File: src/rtl/neopixel_rx.sv
// -----------------------------------------------------------------------------
// neopixel_rx
//
// Receive side of the WS2812-style one-wire NRZ pixel protocol. The line is
// brought into the clk domain through a two-flop synchronizer plus one
// history flop for edge detection. Each high pulse is timed: pulses at or
// above BIT_THRESHOLD cycles decode as 1, shorter ones as 0. Bits are
// assembled MSB-first into 24-bit words, and a low stretch of RESET_CYCLES
// (the latch gap) closes the frame.
//
// After reset, or after a line fault, the decoder waits for one full latch
// gap before it accepts data. That way it never locks onto a frame partway
// through.
//
// Parameters:
//   BIT_THRESHOLD  high-pulse length (cycles) at or above which a bit is 1
//   RESET_CYCLES   continuous low cycles forming a latch gap
//   MAX_HIGH       high-pulse length (cycles) treated as a line fault (<=255)
//
// Ports:
//   clk          in   system clock (32 MHz)
//   reset_n      in   asynchronous active-low reset
//   one_wire     in   asynchronous serial data line
//   color        out  last complete word, first-received bit in bit 23
//   color_valid  out  one-cycle strobe when color is updated
//   word_index   out  index of the presented word within its frame (sat. 255)
//   frame_done   out  one-cycle strobe at a gap closing a frame with >=1 word
//   error        out  one-cycle strobe on over-long high or partial word
//   busy         out  high from a frame's first accepted rise to its end/fault
// -----------------------------------------------------------------------------
module neopixel_rx #(
  parameter int BIT_THRESHOLD = 19,
  parameter int RESET_CYCLES  = 1600,
  parameter int MAX_HIGH      = 64
) (
  input  logic        clk,
  input  logic        reset_n,
  input  logic        one_wire,
  output logic [23:0] color,
  output logic        color_valid,
  output logic [7:0]  word_index,
  output logic        frame_done,
  output logic        error,
  output logic        busy
);

  localparam int LW = $clog2(RESET_CYCLES + 1);

  typedef logic [LW-1:0] lcnt_t;

  localparam lcnt_t      LCNT_MAX  = lcnt_t'(RESET_CYCLES);
  localparam logic [7:0] HCNT_MAX  = 8'(MAX_HIGH);
  localparam logic [7:0] THRESHOLD = 8'(BIT_THRESHOLD);

  typedef enum logic [1:0] {
    SYNC,   // waiting for a full latch gap before trusting the line
    IDLE,   // between frames, waiting for the first rise
    HIGH,   // timing a high pulse
    LOW     // timing the low after a bit
  } state_t;

  state_t      state;
  logic        s1, s2, s3;
  logic [7:0]  hcnt;
  lcnt_t       lcnt;
  logic [4:0]  bitcnt;
  logic [23:0] shreg;
  logic [7:0]  wcnt;       // words completed in the current frame
  logic        word_pend;  // 24th bit shifted; present the word next cycle

  logic       rise, fall;
  logic [7:0] hcnt_next;
  lcnt_t      lcnt_next;
  logic       bit_val;

  assign rise = s2 & ~s3;
  assign fall = ~s2 & s3;

  // The count including the current cycle, so a pulse of N high cycles
  // measures exactly N when its fall is seen.
  assign hcnt_next = (hcnt == 8'hFF) ? hcnt : hcnt + 8'd1;
  assign lcnt_next = (lcnt == LCNT_MAX) ? lcnt : lcnt + lcnt_t'(1);
  assign bit_val   = (hcnt_next >= THRESHOLD);

  // Synchronizer and edge-history flops.
  // NOTE: every clocked register uses non-blocking (<=) assignments so that all
  // flops sample their inputs at the same instant. Blocking assignments here
  // would collapse s1/s2/s3 into a single stage.
  always_ff @(posedge clk or negedge reset_n) begin
    if (!reset_n) begin
      s1 <= 1'b0;
      s2 <= 1'b0;
      s3 <= 1'b0;
    end else begin
      s1 <= one_wire;
      s2 <= s1;
      s3 <= s2;
    end
  end

  always_ff @(posedge clk or negedge reset_n) begin
    if (!reset_n) begin
      state       <= SYNC;
      hcnt        <= '0;
      lcnt        <= '0;
      bitcnt      <= '0;
      shreg       <= '0;
      wcnt        <= '0;
      word_pend   <= 1'b0;
      color       <= '0;
      color_valid <= 1'b0;
      word_index  <= '0;
      frame_done  <= 1'b0;
      error       <= 1'b0;
      busy        <= 1'b0;
    end else begin
      // NOTE: the strobes are cleared first on every clock. A later assignment
      // in the same cycle overrides this one, so each strobe lasts exactly one
      // cycle without any explicit "clear next cycle" logic.
      color_valid <= 1'b0;
      frame_done  <= 1'b0;
      error       <= 1'b0;

      // Word presentation. This runs one cycle after the completing fall, which
      // keeps the fall-to-strobe latency aligned with the gap and fault paths.
      // The state machine below never changes wcnt or shreg in this cycle,
      // because the line is guaranteed low for at least one more cycle.
      if (word_pend) begin
        word_pend   <= 1'b0;
        color       <= shreg;
        color_valid <= 1'b1;
        word_index  <= wcnt;
        if (wcnt != 8'hFF) wcnt <= wcnt + 8'd1;
      end

      unique case (state)
        SYNC: begin
          if (s2) begin
            lcnt <= '0;
          end else if (lcnt == LCNT_MAX) begin
            state <= IDLE;
          end else begin
            lcnt <= lcnt_next;
          end
        end

        IDLE: begin
          if (rise) begin
            state <= HIGH;
            hcnt  <= '0;
            busy  <= 1'b1;
          end
        end

        HIGH: begin
          if (hcnt == HCNT_MAX) begin
            // The line has been stuck high: abandon the frame and resynchronize.
            error  <= 1'b1;
            shreg  <= '0;
            bitcnt <= '0;
            wcnt   <= '0;
            busy   <= 1'b0;
            lcnt   <= '0;
            state  <= SYNC;
          end else if (fall) begin
            shreg <= {shreg[22:0], bit_val};
            lcnt  <= '0;
            state <= LOW;
            if (bitcnt == 5'd23) begin
              bitcnt    <= '0;
              word_pend <= 1'b1;
            end else begin
              bitcnt <= bitcnt + 5'd1;
            end
          end else begin
            hcnt <= hcnt_next;
          end
        end

        LOW: begin
          if (lcnt == LCNT_MAX) begin
            // Latch gap: close the frame. A partial word is reported and dropped.
            error      <= (bitcnt != 5'd0);
            frame_done <= (wcnt != 8'd0);
            wcnt       <= '0;
            bitcnt     <= '0;
            shreg      <= '0;
            if (rise) begin
              // The next frame starts on the very cycle the gap completes.
              state <= HIGH;
              hcnt  <= '0;
              busy  <= 1'b1;
            end else begin
              state <= IDLE;
              busy  <= 1'b0;
            end
          end else if (rise) begin
            state <= HIGH;
            hcnt  <= '0;
          end else begin
            lcnt <= lcnt_next;
          end
        end

        default: state <= SYNC;
      endcase
    end
  end

endmodule

File: config.mk
export PLATFORM = sky130hd
export DESIGN_NAME = neopixel_rx
export DESIGN_NICKNAME = d
export VERILOG_FILES = /design/src/rtl/neopixel_rx.sv
export SDC_FILE = /design/constraint.sdc
export NUM_CORES = 1
export LEC_CHECK = 0
export CAP_MARGIN = 10
export CORE_MARGIN = 3
export CORE_UTILIZATION = 55
export DETAILED_ROUTE_END_ITERATION = 8
export PLACE_DENSITY = 0.77
export RECOVER_POWER = 100
export SLEW_MARGIN = 5
export SYNTH_ARGS = -nofsm -noshare
export SYNTH_HDL_FRONTEND = slang
export SYNTH_SLANG_ARGS = --single-unit
File: constraint.sdc
create_clock -name clk -period 2.6 [get_ports clk]
set_input_delay 0.52 -clock clk [delete_from_list [all_inputs] [get_ports clk]]
set_output_delay 0.52 -clock clk [all_outputs]
set_load 0.01 [all_outputs]
==> summary.md, run 1 <==
| Metric | Value |
|---|---|
| Setup TNS | 0 ps |
| YS warnings | 0 |
| Post-Synthesis Cells | 379 |
| Synth cell count leaders | 98 x dfrtp_1, 32 x mux2_2, 27 x nor2_1 |
| Die Area | 9060 µm² |
| Sequential area share after synthesis | 56.0% |
| Critical Path Sink Type | flip-flop |
| Asr flop ratio synth | 100% |
| Final worst slack | 287 ps |
| Area of the multi-input gates | 1770 µm² |
| RSZ-0062 raised after global routing | false |
| Max Cap Viol | 1 |
| Grt ovf | 0 |
| Drt wl/cell | 15.4 µm |
| Number of port buffers | 38 |
| Vias per cell | 5.80 |
| Tmin final | 2310 ps |
| Drt pass-1 iters | 4 |
| Die height | 95.2 µm |
| Drt total wl | 7.95 mm |
| Die width | 95.2 µm |
| GRT Total Usage | 19.5% |
| Most frequent cell after synthesis | dfrtp_1 |
| CTS buffer count | 9 |
| Hold Violations, Final | 0 |
| Root cell of the clock tree | clkbuf_8 |
| Final setup fails | 0 |
| Slew HR | -32.0% |
| FP Rows | 31 |
| Switch share | 23.7% |
| Post-synth cell types | 50 |
| Avg Cell Area, Syn | 11.5 µm² |
| H-tree depth | 3 |
| Filler instances | 556 |
| P_leak | 0.00244 µW |
| Internal power | 2020 µW |
| Final net count | 422 |
| Status | finished with violations |
| Final count of pins violating max slew | 37 |
| Syn_nets | 390 |
| Num ports | 39 |
| Flop pwr share | 58.1% |
| Place WS | 310 ps |
| Critical path data arrival time | 2560 ps |
| Number of clock sinks | 98 |
| Core area | 7490 µm² |
| Hold WC Path Type | flip-flop to flip-flop |
| Gr busiest metal | met2 |
| Clock Tree Buf Depth | 2 |
| Power per cell area | 526 nW/µm² |
| Clock Skew | 14.8 ps |
| Area delta synth->final | 14.9% |
| Dpl hpwl | 5.31 mm |
| Worst-path maximum fanout | 21 |
| Startpoint Class | flip-flop |
| WS Path Type | flip-flop to flip-flop |
| CTS clk-pin slew, worst paths | 100 ps |
| Met2 global-route usage | 29.0% |
| Number of flops mapped to enable cells by yosys | 0 |
| M3 GR Usage | 3.55% |
| Layout cell share with drive strength beyond 1 | 13.7% |
| Worst VDD drop | 0.000398 V |
| Sequential Area | 2450 µm² |
| Post-CTS sizing | 0 |
| Post-CTS setup buffers | 0 |
| Cell Area, Synth | 4380 µm² |
| Starting Density | 58.5% |
| Worst-margin pin slew | 1980 ps |
| Worst hold margin | 367 ps |
| Synth area leaders | dfrtp_1 56%, mux2_2 8.2%, a22o_1 5.2% |
| Via count | 2,985 |
| Cell accounting for the most synthesized area | dfrtp_1 |
| Number of global-route vias before repair | 2,877 |
| ANT cells | 0 |
| Comb pwr share | 2.3% |
| Synth top area share | 56.0% |
| Initial antenna violation count | 0 |
| Main synth FF type | dfrtp_1 |
| DR iter-0 viols | 216 |
| WP data required | 2850 ps |
| Period utilization | 88.9% |
| Met1 Usage GRT | 28.6% |
| CTS tree | built |
| Gpl congestion | 0.780 |
| Clock power share | 39.6% |
| Yosys reg bits | 98 |
| Pin count of the biggest net entering global routing | 63 |
| DRC viols | 0 |
| Max Freq | 432 MHz |
| First-pass GRT wire length | 13.9 mm |
| Number of routed nets with antenna violations | 0 |
| Failing checks | max-capacitance violations, max-slew violations |
| Switch Pwr | 627 µW |
| Worst-Skew Late Latency | 360 ps |
| Hold buffers post-CTS | 0 |
## cell type report
class	instances	share of cell area, %
sequential	98	48.8
inverter	13	0.970
timing repair buffer	44	8.34
clock inverter	7	1.87
clock buffer	9	2.46
tap	99	2.46
multi-input combinational	245	35.1
## layer usage
metal,wire length [µm],vias to the layer above
met3,268,9
met4,122,0
met1,3930,1473
met5,0,-
met2,3630,56
li1,-,1447
## registers in the layout, summed over array words and instances (netlist names), 2 cells and up
| register | cells |
|---|---|
| color | 24 |
| shreg | 24 |
| lcnt | 11 |
| hcnt | 8 |
| wcnt | 8 |
| word_index | 8 |
| bitcnt | 5 |
| state | 2 |
## power groups by stage
| stage | combinational [µW] | clock (µW) | sequential [µW] |
|---|---|---|---|
| 2_1_floorplan | 23.8 | 0 | 1570 |
| 3_3_place_gp | 63.6 | 0 | 1570 |
| 3_5_place_dp | 65.3 | 0 | 1570 |
| 4_1_cts | 65.4 | 1070 | 1540 |
| 5_1_grt | 71.1 | 1150 | 1540 |
| 6_report | 61.1 | 1050 | 1540 |
## cells in the final DEF, fill, tap and decap left out, types with 5 or more instances in the layout
cell,Yosys,final
dfrtp_1,98,98
dlygate4sd3_1,0,37
mux2_2,32,32
nor2_1,27,27
a22o_1,26,26
o21ai_0,14,22
nand2_1,18,18
inv_1,13,13
nand4_1,12,12
and3_1,11,11
a21oi_1,10,10
clkbuf_8,0,9
nand3_1,8,8
ha_1,8,8
nor3_1,7,7
mux2i_1,5,5
nor2b_1,5,5
a31oi_1,5,5
o31ai_1,5,5
## logic make-up (layout without fill, tap and decap cells)
group	after synthesis	in the layout	share of synthesized area, %
buffers and inverters	36	73	3.60
AO/OA/AOI/OAI	90	90	14.4
flip-flops	98	98	56.0
AND/OR/NAND/NOR	106	106	13.6
multiplexers	37	37	9.38
XOR/XNOR	4	4	0.801
adder cells (fa/ha/maj)	8	8	2.29
## critical path: stages (launching register included)
cell	delay, ps
dfrtp_1	430
inv_1	80
ha_1	140
nor4b_4	250
nand3_2	170
a221o_1	650
clkbuf_2	280
a22o_1	210
## stage by stage
step	util [%]	area (µm²)	total power (µW)	std cells
final	67.2	5030	2650	515
after global routing	67.2	5030	2760	515
after CTS	67.4	5040	2670	515
after detailed placement	64.5	4830	1630	499
after global placement	64.5	4830	1630	499
after floorplan	-	4380	1590	379
## path summary, 6_finish.rpt
path,end,depth (start not counted),from,slack [ps]
max,shreg[21],7,lcnt[0],290
min,s2,0,s1,370
max reg2reg,shreg[21],7,lcnt[0],290
min reg2reg,s2,0,s1,370
max in group asynchronous,color[20],1,reset_n,760
min in group asynchronous,color[9],1,reset_n,710
(Power assumes the default switching activity.)
==> inputs of run 2 (changes only) <==
PLACE_DENSITY = unset   (was 0.77)
PLACE_DENSITY_LB_ADDON = 0.2   (was unset)
==> summary.md, run 2 (same netlist as run 1, synthesis figures left out) <==
| Metric | Value |
|---|---|
| Status | completed (was finished with violations) |
| Startpoint Class | flip-flop (unchanged) |
| Gr busiest metal | met2 (unchanged) |
| CTS tree | built (unchanged) |
| Largest regs | color: 24 flops, shreg: 24 flops, lcnt: 11 flops (unchanged) |
| P_leak | 0.00244 µW (about the same) |
| Core area | 7490 µm² (unchanged) |
| Post-route insts no fill | 516 (was 515) |
| Clock Skew | 11.4 ps (was 14.8 ps) |
| Die Area | 9060 µm² (unchanged) |
| WS Path Type | flip-flop to flip-flop (unchanged) |
| Drt pass-1 iters | 4 (unchanged) |
| Worst hold margin | 376 ps (was 367 ps) |
| Commonest non-fill, non-tap cell in the layout | dfrtp_1 (unchanged) |
| Worst-path maximum fanout | 21 (unchanged) |
| Number of port buffers | 38 (unchanged) |
| Cell Area, Placed | 4830 µm² (about the same) |
| Drt total wl | 8.15 mm (was 7.95 mm) |
| M3 GR Usage | 3.55% (unchanged) |
| Layout cell share with drive strength beyond 1 | 13.7% (about the same) |
| Root cell of the clock tree | clkbuf_8 (unchanged) |
| Place WS | 335 ps (was 310 ps) |
| RSZ-0062 raised after global routing | false (unchanged) |
| Via count | 3,022 (was 2,985) |
| Switch share | 23.6% (was 23.7%) |
| Number of clock sinks | 98 (unchanged) |
| Max Cap Viol | 0 (was 1) |
| Vias per cell | 5.86 (was 5.80) |
| Area delta synth->final | 14.1% (was 14.9%) |
| Grt ovf | 0 (unchanged) |
| Post-CTS setup buffers | 0 (unchanged) |
| Clock Tree Buf Depth | 2 (unchanged) |
| Max Freq | 430 MHz (was 432 MHz) |
| FP Rows | 31 (unchanged) |
| H-tree depth | 3 (unchanged) |
| CTS clk-pin slew, worst paths | 100 ps (about the same) |
| Flop pwr share | 60.6% (was 58.1%) |
| Number of global-route vias before repair | 2,923 (was 2,877) |
| Drt wl/cell | 15.8 µm (was 15.4 µm) |
| DRC viols | 0 (unchanged) |
| Final worst slack | 272 ps (was 287 ps) |
| Pin count of the biggest net entering global routing | 52 (was 63) |
| Comb pwr share | 2.3% (about the same) |
| Num ports | 39 (unchanged) |
| Final setup fails | 0 (unchanged) |
| CTS buffer count | 9 (unchanged) |
| Cell area after layout | 4990 µm² (was 5030 µm²) |
| Sequential Area | 2450 µm² (unchanged) |
| Setup TNS | 0 ps (unchanged) |
| Placed instance count | 500 (was 499) |
| Critical Path Sink Type | flip-flop (unchanged) |
| Clock power share | 37.1% (was 39.6%) |
| Starting Density | 58.5% (unchanged) |
| Initial antenna violation count | 0 (unchanged) |
| Die width | 95.2 µm (unchanged) |
| Met1 Usage GRT | 27.6% (was 28.6%) |
| Worst-Skew Late Latency | 350 ps (was 360 ps) |
| Most frequent cells in the layout | 98 x dfrtp_1, 37 x dlygate4sd3_1, 32 x mux2_2 (unchanged) |
| Area of the multi-input gates | 1760 µm² (was 1770 µm²) |
| ANT cells | 0 (unchanged) |
| Final count of pins violating max slew | 0 (was 37) |
| Gpl congestion | 0.826 (was 0.780) |
| Tmin final | 2330 ps (was 2310 ps) |
| Critical path data arrival time | 2580 ps (was 2560 ps) |
| Internal power | 1940 µW (was 2020 µW) |
| Worst-margin pin slew | 1210 ps (was 1980 ps) |
| Switch Pwr | 599 µW (was 627 µW) |
| Worst VDD drop | 0.000317 V (was 0.000398 V) |
| Power per cell area | 508 nW/µm² (was 526 nW/µm²) |
| WP data required | 2850 ps (about the same) |
| Met2 global-route usage | 30.6% (was 29.0%) |
| DR iter-0 viols | 148 (was 216) |
| Filler instances | 554 (was 556) |
| GRT Total Usage | 19.6% (was 19.5%) |
| Slew HR | 19.5% (was -32.0%) |
| Hold WC Path Type | flip-flop to flip-flop (unchanged) |
| Die height | 95.2 µm (unchanged) |
| First-pass GRT wire length | 14.1 mm (was 13.9 mm) |
| Hold Violations, Final | 0 (unchanged) |
| Post-CTS sizing | 0 (unchanged) |
| Number of routed nets with antenna violations | 0 (unchanged) |
| Dpl hpwl | 5.53 mm (was 5.31 mm) |
| Period utilization | 89.5% (was 88.9%) |
| Final net count | 423 (was 422) |
| Hold buffers post-CTS | 0 (unchanged) |
## run 2: path summary, 6_finish.rpt
check,cells past startpoint,start,slack [ps],endpoint
worst max-delay path,7,lcnt[0],270,shreg[17]
min in group asynchronous,1,reset_n,410,color[2]
worst min-delay path,0,s1,380,s2
worst min register to register,0,s1,380,s2
max in group asynchronous,2,reset_n,720,lcnt[7]
worst max register to register,7,lcnt[0],270,shreg[17]
## run 2: routing by layer
metal | share of wire, % | up-vias
met5 | 0 | -
met4 | 0.86 | 0
met3 | 2.7 | 7
met2 | 48 | 51
met1 | 49 | 1517
li1 | - | 1447
## run 2: final cells by class
class | count | share of cell area [%]
clock buffers | 10 | 2.76
clock inverters | 6 | 1.18
inverters | 13 | 0.977
multi-input cells | 245 | 35.2
flip-flops and latches | 98 | 49.1
well taps | 99 | 2.48
repair buffers | 45 | 8.32
## run 2: critical path, stage by stage (launching register included)
cell and delay, ps:
dfrtp_1 430, inv_1 70, ha_1 130, nor4b_4 230, nand3_1 210, a221o_1 650
clkbuf_2 290, a22o_1 210
## run 2: through the flow
step / total power (µW) / utilization, %
after global placement: 1630 / 64.6
after CTS: 2580 / 67.2
after global routing: 2640 / 66.7
after detailed placement: 1630 / 64.6
after floorplan: 1590 / -
final: 2540 / 66.7
## run 2: power groups by stage
stage | combinational [µW] | sequential (µW) | clock [µW]
3_3_place_gp | 64.7 | 1570 | 0
6_report | 58.4 | 1540 | 942
3_5_place_dp | 65.8 | 1570 | 0
5_1_grt | 67.9 | 1540 | 1030
4_1_cts | 66.1 | 1540 | 974
2_1_floorplan | 23.8 | 1570 | 0
==> inputs of run 3 (changes only) <==
ABC_AREA = 1   (was unset)
==> summary.md, run 3 <==
| Metric | Value |
|---|---|
| FP Rows | 33 (was 31) |
| GRT Total Usage | 21.4% (was 19.6%) |
| Final count of pins violating max slew | 0 (unchanged) |
| Drt wl/cell | 13.0 µm (was 15.8 µm) |
| Largest regs | color: 24 flops, shreg: 24 flops, lcnt: 11 flops (unchanged) |
| Num ports | 39 (unchanged) |
| Period utilization | 82.0% (was 89.5%) |
| Worst VDD drop | 0.000237 V (was 0.000317 V) |
| Dpl hpwl | 6.94 mm (was 5.53 mm) |
| Sequential Area | 2450 µm² (unchanged) |
| Hold Violations, Final | 0 (unchanged) |
| Syn_nets | 610 (was 390) |
| Final setup fails | 0 (unchanged) |
| Slew HR | 45.6% (was 19.5%) |
| Core area | 8340 µm² (was 7490 µm²) |
| Number of port buffers | 38 (unchanged) |
| WP data required | 2890 ps (was 2850 ps) |
| Post-CTS sizing | 0 (unchanged) |
| Initial antenna violation count | 0 (unchanged) |
| First-pass GRT wire length | 17.2 mm (was 14.1 mm) |
| Max Freq | 469 MHz (was 430 MHz) |
| Startpoint Class | flip-flop (unchanged) |
| Number of clock sinks | 98 (unchanged) |
| Number of flops mapped to enable cells by yosys | 0 (unchanged) |
| Clock Tree Buf Depth | 2 (unchanged) |
| ANT cells | 0 (unchanged) |
| H-tree depth | 3 (unchanged) |
| Worst-margin pin slew | 816 ps (was 1210 ps) |
| Max Cap Viol | 0 (unchanged) |
| Main synth FF type | dfrtp_1 (unchanged) |
| Die width | 99.3 µm (was 95.2 µm) |
| Commonest non-fill, non-tap cell in the layout | nand2_1 (was dfrtp_1) |
| Post-CTS setup buffers | 0 (unchanged) |
| CTS buffer count | 9 (unchanged) |
| Die Area | 9850 µm² (was 9060 µm²) |
| RSZ-0062 raised after global routing | false (unchanged) |
| Post-Synthesis Cells | 599 (was 379) |
| Grt ovf | 0 (unchanged) |
| Area of the multi-input gates | 1950 µm² (was 1760 µm²) |
| Cell Area, Placed | 5250 µm² (was 4830 µm²) |
| YS warnings | 0 (unchanged) |
| Power Total | 2550 µW (was 2540 µW) |
| Hold buffers post-CTS | 1 (was 0) |
| Yosys reg bits | 98 (unchanged) |
| Area delta synth->final | 12.5% (was 14.1%) |
| Hold WC Path Type | flip-flop to flip-flop (unchanged) |
| Number of global-route vias before repair | 3,741 (was 2,923) |
| Number of routed nets with antenna violations | 0 (unchanged) |
| P_leak | 0.00285 µW (was 0.00244 µW) |
| DR iter-0 viols | 238 (was 148) |
| Tmin final | 2130 ps (was 2330 ps) |
| Root cell of the clock tree | clkbuf_8 (unchanged) |
| Placed instance count | 731 (was 500) |
| Vias per cell | 5.25 (was 5.86) |
| Clock Skew | 18.1 ps (was 11.4 ps) |
| Starting Density | 57.4% (was 58.5%) |
| Final net count | 649 (was 423) |
| Critical path data arrival time | 2420 ps (was 2580 ps) |
| Layout Utilization | 64.5% (was 66.7%) |
| Sequential area share after synthesis | 51.3% (was 56.0%) |
| Synth area leaders | dfrtp_1 51%, nand2_1 17%, inv_1 4.6% (was dfrtp_1 56%, mux2_2 8.2%, a22o_1 5.2%) |
| Layout cell share with drive strength beyond 1 | 6.07% (was 13.7%) |
| Avg Cell Area, Syn | 7.99 µm² (was 11.5 µm²) |
| Synth top area share | 51.3% (was 56.0%) |
| Via count | 3,929 (was 3,022) |
| CTS clk-pin slew, worst paths | 100 ps (about the same) |
| Die height | 99.3 µm (was 95.2 µm) |
| Drt pass-1 iters | 5 (was 4) |
| Worst-path maximum fanout | 25 (was 21) |
| Drt total wl | 9.75 mm (was 8.15 mm) |
| Post-synth cell types | 34 (was 50) |
| Most frequent cells in the layout | 222 x nand2_1, 98 x dfrtp_1, 60 x inv_1 (was 98 x dfrtp_1, 37 x dlygate4sd3_1, 32 x mux2_2) |
| Filler instances | 724 (was 554) |
| Power per cell area | 473 nW/µm² (was 508 nW/µm²) |
| Critical Path Sink Type | flip-flop (unchanged) |
| Setup TNS | 0 ps (unchanged) |
| WS Path Type | flip-flop to flip-flop (unchanged) |
| Pin count of the biggest net entering global routing | 53 (was 52) |
| Status | completed (unchanged) |
| Gpl congestion | 0.914 (was 0.826) |
| Cell area after layout | 5380 µm² (was 4990 µm²) |
| DRC viols | 0 (unchanged) |
| Cell Area, Synth | 4780 µm² (was 4380 µm²) |
| Synth cell count leaders | 220 x nand2_1, 98 x dfrtp_1, 58 x inv_1 (was 98 x dfrtp_1, 32 x mux2_2, 27 x nor2_1) |
| CTS tree | built (unchanged) |
| Cell accounting for the most synthesized area | dfrtp_1 (unchanged) |
| Most frequent cell after synthesis | nand2_1 (was dfrtp_1) |
| Worst-Skew Late Latency | 360 ps (was 350 ps) |
| Asr flop ratio synth | 100% (unchanged) |
| Post-route insts no fill | 748 (was 516) |
-- run 3: cell types whose count changed after synthesis, sizes merged, moves of 26 or more --
| cell | delta |
|---|---|
| o21ai | +27 |
| a22o | -26 |
| nand2 | +210 |
| inv | +49 |
| nand3 | +36 |
| mux2 | -32 |
-- run 3: report_power, final --
| part | internal (µW) | switching [µW] |
|---|---|---|
| logic | 13.9 | 45.3 |
| registers | 1530 | 7.70 |
| clock network | 394 | 555 |
| total | 1940 | 608 |
-- run 3: path summary, 6_finish.rpt --
check / startpoint / to / slack [ps] / depth (start not counted)
min: s1 / s2 / 370 / 0
max: state[1] / shreg[23] / 470 / 6
min in group asynchronous: reset_n / color_valid / 740 / 2
max in group asynchronous: reset_n / color[23] / 600 / 3
max reg2reg: state[1] / shreg[23] / 470 / 6
min reg2reg: s1 / s2 / 370 / 0
-- run 3: logic make-up (layout without fill, tap and decap cells) --
family	Yosys count	count (layout)	share of synthesized area [%]
and+or+nand+nor	344	344	31.0
DFF	98	98	51.3
buffers and inverters	78	122	6.75
AOI/OAI and AO/OA	66	66	7.98
adders and majority gates	8	8	2.09
xor gates and xnor gates	5	5	0.915
-- run 3: worst max-delay path, stage by stage, from the launching register on --
cell and delay [ps]:
dfrtp_1 550, nand2_1 230, nor2_1 330, nand2_1 150, inv_1 540, nand2_1 160
o21ai_0 110
-- run 3: cell type report --
type / instances / area share (%)
Sequential cell: 98 / 45.6
Clock buffer: 10 / 2.56
Inverter: 62 / 4.32
Clock inverter: 6 / 1.05
Multi-Input combinational cell: 423 / 36.3
Tap cell: 105 / 2.44
Timing Repair Buffer: 44 / 7.74
-- run 3: layer usage --
layer  share of wire [%]  global-route usage (%)  vias to the layer above
li1                    -                       -                     1977
met1                  47                    29.9                     1839
met2                  47                    34.0                       91
met3                 3.6                    3.44                       22
met4                 2.1                    7.77                        0
met5                   0                       0                        -
-- run 3: stage by stage --
step,setup WS [ps],hold slack (ps)
5_1_grt,228,382
3_3_place_gp,754,357
2_1_floorplan,983,224
6_report,468,368
3_5_place_dp,663,347
4_1_cts,619,376
